`config.mk`:
```
export PLATFORM = sky130hd
export DESIGN_NAME = div_nonrestoring
export DESIGN_NICKNAME = d
export VERILOG_FILES = /design/src/rtl/div_nonrestoring.sv
export SDC_FILE = /design/constraint.sdc
export NUM_CORES = 1
export LEC_CHECK = 0
export BUFFER_PORTS_ARGS = -buffer_cell sky130_fd_sc_hd__buf_2
export CAP_MARGIN = 20
export CORE_MARGIN = 2
export CORE_UTILIZATION = 50
export DETAILED_ROUTE_END_ITERATION = 8
export PLACE_DENSITY = 0.81
export SETUP_SLACK_MARGIN = 0.15
export SLEW_MARGIN = 20
export SYNTH_ARGS = -nofsm -noshare
export SYNTH_HDL_FRONTEND = slang
export SYNTH_SLANG_ARGS = --single-unit
```
`constraint.sdc`:
```
create_clock -name clk -period 4.1 [get_ports clk]
set_input_delay 0.615 -clock clk [delete_from_list [all_inputs] [get_ports clk]]
set_output_delay 0.615 -clock clk [all_outputs]
set_load 0.005 [all_outputs]
```
`src/rtl/div_nonrestoring.sv`:
```
// div_nonrestoring
//   Sequential unsigned divider using the non-restoring algorithm. Each RUN
//   cycle retires one quotient bit. A final FIX cycle corrects a negative
//   partial remainder. A zero divisor takes a single-cycle DZ path instead of
//   running any iterations.
//
// Ports
//   clk          single clock; all state changes on the rising edge
//   rst          synchronous, active-high reset
//   start        request a division; sampled only in IDLE
//   dividend     unsigned dividend, sampled with start
//   divisor      unsigned divisor, sampled with start
//   busy         high in RUN, FIX and DZ; low in IDLE, including the done cycle
//   done         one-cycle pulse; quotient/remainder/div_by_zero are valid
//   quotient     registered quotient (all ones on divide by zero)
//   remainder    registered remainder (the sampled dividend on divide by zero)
//   div_by_zero  registered flag, updated with done
module div_nonrestoring #(
  parameter int WIDTH = 8
) (
  input  logic             clk,
  input  logic             rst,
  input  logic             start,
  input  logic [WIDTH-1:0] dividend,
  input  logic [WIDTH-1:0] divisor,
  output logic             busy,
  output logic             done,
  output logic [WIDTH-1:0] quotient,
  output logic [WIDTH-1:0] remainder,
  output logic             div_by_zero
);

  localparam int CW = (WIDTH > 1) ? $clog2(WIDTH) : 1;

  typedef enum logic [1:0] {
    S_IDLE,
    S_RUN,
    S_FIX,
    S_DZ
  } state_t;

  state_t r_state;
  state_t w_state_next;

  logic [WIDTH:0]   r_a;     // signed partial remainder, WIDTH+1 bits
  logic [WIDTH-1:0] r_q;     // dividend shifting out / quotient shifting in
  logic [WIDTH:0]   r_m;     // zero-extended divisor
  logic [CW-1:0]    r_cnt;
  logic             r_done;
  logic [WIDTH-1:0] r_quot;
  logic [WIDTH-1:0] r_rem;
  logic             r_dz;

  logic [WIDTH:0]   w_sh_a;
  logic [WIDTH:0]   w_addsub;
  logic [WIDTH-1:0] w_q_next;
  logic [WIDTH:0]   w_a_fix;
  logic             w_last_iter;

  // One non-restoring step: the sign of A before the shift selects add or
  // subtract; the new sign decides the quotient bit. Carry out is dropped.
  always_comb begin
    w_sh_a   = {r_a[WIDTH-1:0], r_q[WIDTH-1]};
    w_addsub = r_a[WIDTH] ? (w_sh_a + r_m) : (w_sh_a - r_m);
    w_q_next = {r_q[WIDTH-2:0], ~w_addsub[WIDTH]};
    w_a_fix  = r_a[WIDTH] ? (r_a + r_m) : r_a;
  end

  assign w_last_iter = (r_cnt == CW'(WIDTH - 1));

  // State register
  always_ff @(posedge clk) begin
    if (rst) begin
      r_state <= S_IDLE;
    end else begin
      r_state <= w_state_next;
    end
  end

  // Next-state logic
  always_comb begin
    w_state_next = r_state;
    case (r_state)
      S_IDLE: begin
        if (start) begin
          w_state_next = (divisor == '0) ? S_DZ : S_RUN;
        end
      end
      S_RUN: begin
        if (w_last_iter) begin
          w_state_next = S_FIX;
        end
      end
      S_FIX:   w_state_next = S_IDLE;
      S_DZ:    w_state_next = S_IDLE;
      default: w_state_next = S_IDLE;
    endcase
  end

  // Output logic
  always_comb begin
    busy = (r_state != S_IDLE);
  end

  // Datapath and result registers
  always_ff @(posedge clk) begin
    if (rst) begin
      r_a    <= '0;
      r_q    <= '0;
      r_m    <= '0;
      r_cnt  <= '0;
      r_done <= 1'b0;
      r_quot <= '0;
      r_rem  <= '0;
      r_dz   <= 1'b0;
    end else begin
      r_done <= 1'b0;
      case (r_state)
        S_IDLE: begin
          // Q also carries the dividend to DZ, where it becomes the remainder.
          if (start) begin
            r_a   <= '0;
            r_q   <= dividend;
            r_m   <= {1'b0, divisor};
            r_cnt <= '0;
          end
        end
        S_RUN: begin
          r_a   <= w_addsub;
          r_q   <= w_q_next;
          r_cnt <= r_cnt + CW'(1);
        end
        S_FIX: begin
          r_a    <= w_a_fix;
          r_quot <= r_q;
          r_rem  <= w_a_fix[WIDTH-1:0];
          r_dz   <= 1'b0;
          r_done <= 1'b1;
        end
        S_DZ: begin
          r_quot <= '1;
          r_rem  <= r_q;
          r_dz   <= 1'b1;
          r_done <= 1'b1;
        end
        default: ;
      endcase
    end
  end

  assign done        = r_done;
  assign quotient    = r_quot;
  assign remainder   = r_rem;
  assign div_by_zero = r_dz;

endmodule

```
==> out/results.txt <==
status - finished, final reports clean
CP startpoint kind - flip-flop
Clock Skews - 8.653 ps
Post-synth EDFFs - 0
Pleak - 1.399 nW
# nets final - 438
clock sink total - 48
RePlAce Congestion - 0.8496
DR iter-0 viols - 162
dpl ws - 1257 ps
cts bufs inserted - 5
HPWL after DPL - 5.232 mm
largest net degree at the start of global routing - 45
Area Overhead vs Synth - 11.21%
Crit path required time - 4310 ps
crit-path max cell delay - 930 ps
CTS tree - yes
CP Max Fanout - 25
Max clock buf depth - 2
H-tree Lvls - 2
via count - 2723
gr usage total - 22.64%
first-pass GRT wire length - 11.54 mm
Post-Syn Area - 2992 µm²
DRC errors left - 0
Fmax achieved - 0.3458 GHz
diode count - 0
number of global-route vias before repair - 2549
Overflow after GRT - 0
Max-Cap Viols - 0
Core Region - 5851 µm²
Worst VDD drop - 0.2601 mV
register area share after synthesis - 32.12%
endpoints failing setup - 0
Synth top cells by count - 48 x dfxtp_1, 44 x a21oi_1, 41 x nor2_1
post-layout util - 56.86%
Vias/cell - 5.794
Clock Latency Late Sink - 320 ps
min Tclk post-route - 2891 ps
wirelength, routed - 7.114 mm
# hold bufs at CTS - 0
design area - 3327 µm²
worst path bufs/invs - 0
post-synth top area share - 32.12%
critical path class - reg -> reg
routed wire length per instance - 15.14 µm
Post-DP Area - 3206 µm²
family with the most delay on the worst path - compound AO/OA/AOI/OAI gates
crit end category - flip-flop
final hold violation count - 0
Starting Density - 51.13%
Worst path slowest cell - dfxtp_1
Synthesized Nets - 411
die area - 6618 µm²
non-filler instance count after layout - 470
Post-CTS Resized - 0
IO Pins - 38
RSZ-0062 raised after global routing - false
largest cells by area after synthesis - dfxtp_1 32%, ha_1 9.6%, a21oi_1 7.4%
HP Class - reg -> reg
most common cell in the netlist - dfxtp_1
number of detailed-route iterations in the first pass - 5
YS warnings - 0
Mapped Cells - 367
largest area contributor in the netlist - dfxtp_1
period utilization - 70.52%
Slew headroom - 39.78%
clk slew on worst S/H paths - 100 ps
Syn Area/Cell - 8.152 µm²
critical path cell sequence - mux2_1 > ha_1 > a211oi_1 > o21bai_1 > o211a_1 > xnor2_2 > nor2_1 > a221o_1
initial antenna violation count - 0
Synth cell types - 54
layout cells sized above 1 - 14.43%
Die H - 81.35 µm
setup ws final - 1209 ps
flops & latches, synth - 48
Worst Tran Pin Value - 902.1 ps
DRT antenna net count - 0
Main synth FF type - dfxtp_1
num rows - 28
die width - 81.35 µm
PortBufs - 37
Setup Buffers After CTS - 0
Worst R2R Setup Slack - 1210 ps
Arr. time, crit path - 3110 ps
TNS Setup - 0 ps
pwr dens - 448.9 nW/µm²
Async SR Flop Fraction - 0%
placed cells - 462
root buffer cell - clkbuf_8
pins over their slew limit - 0
power breakdown:
| group | total (W) | internal (W) | switching (W) |
|---|---|---|---|
| clock network | 0.000376 | 0.000200 | 0.000176 |
| logic | 0.000525 | 0.000225 | 0.000301 |
| registers | 0.000592 | 0.000527 | 0.0000652 |
| total | 0.00149 | 0.000951 | 0.000542 |
stage by stage:
step                      power (W)  hold WS [ps]
after floorplan           0.0009903         457.5
after global placement     0.001099         476.5
after detailed placement   0.001121         482.2
after CTS                  0.001486         495.6
after global routing       0.001582         532.6
final                      0.001493         490.1
cells in the final DEF (no fill, tap or decap), drive strengths merged, types with 2 or more instances in the layout:
master	n
a32oi	5
xor2	9
a211oi	11
mux2i	19
nor3	5
clkbuf	6
o211ai	2
or3	3
o21ai	22
xnor2	7
nor3b	2
a21o	2
o22ai	3
dfxtp	48
a22oi	4
o21a	2
nor2	42
nand3	5
fa	2
o31a	2
buf	40
a21oi	44
mux2	3
and3	3
inv	15
nand2	35
a311oi	2
nand2b	8
nor2b	3
ha	23
or2	2
o21bai	2
worst paths after layout:
path          start           end  cells after the start
min reg2reg  r_q[3]  remainder[3]                      2
min          r_q[3]  remainder[3]                      2
max          r_a[8]        r_a[7]                      8
max reg2reg  r_a[8]        r_a[7]                      8
cell type report:
| type | count | area, µm² |
|---|---|---|
| timing repair buffer | 40 | 207.7 |
| multi-input combinational | 284 | 1887 |
| tap | 75 | 93.84 |
| clock buffer | 6 | 82.58 |
| fill | 511 | 2524 |
| sequential | 48 | 960.9 |
| inverter | 15 | 56.30 |
| clock inverter | 2 | 38.79 |
per-layer routing:
layer	track usage, %	part of all wire (%)	vias up
li1	-	-	1356
met1	28.04	44	1284
met2	38.85	50	70
met3	3.889	4.5	13
met4	8.983	1.2	0
met5	0	0	-
state kept, by name, indices dropped and copies added, names as in the netlist:
signal,cells
r_a,9
quotient,8
r_m,8
r_q,8
remainder,8
r_cnt,3
r_state,2
div_by_zero,1
done,1
logic make-up (layout without fill, tap and decap cells):
family,Yosys count,count (layout),share of synthesized area [%]
DFF,48,48,32.12
AOI/OAI and AO/OA,107,107,21.83
and+or+nand+nor,114,114,17.86
adders and majority gates,25,25,10.96
xor gates and xnor gates,16,16,4.935
muxes,22,22,7.486
buffers and inverters,35,63,4.810
tightest hold or removal path: cells and delay by family (launching register included):
family           cells  cell delay [ps]
AO/OA/AOI/OAI        1               50
AND/OR/NAND/NOR      1               60
flip-flops           1              340
No activity file was read; power rests on OpenSTA's default activity.
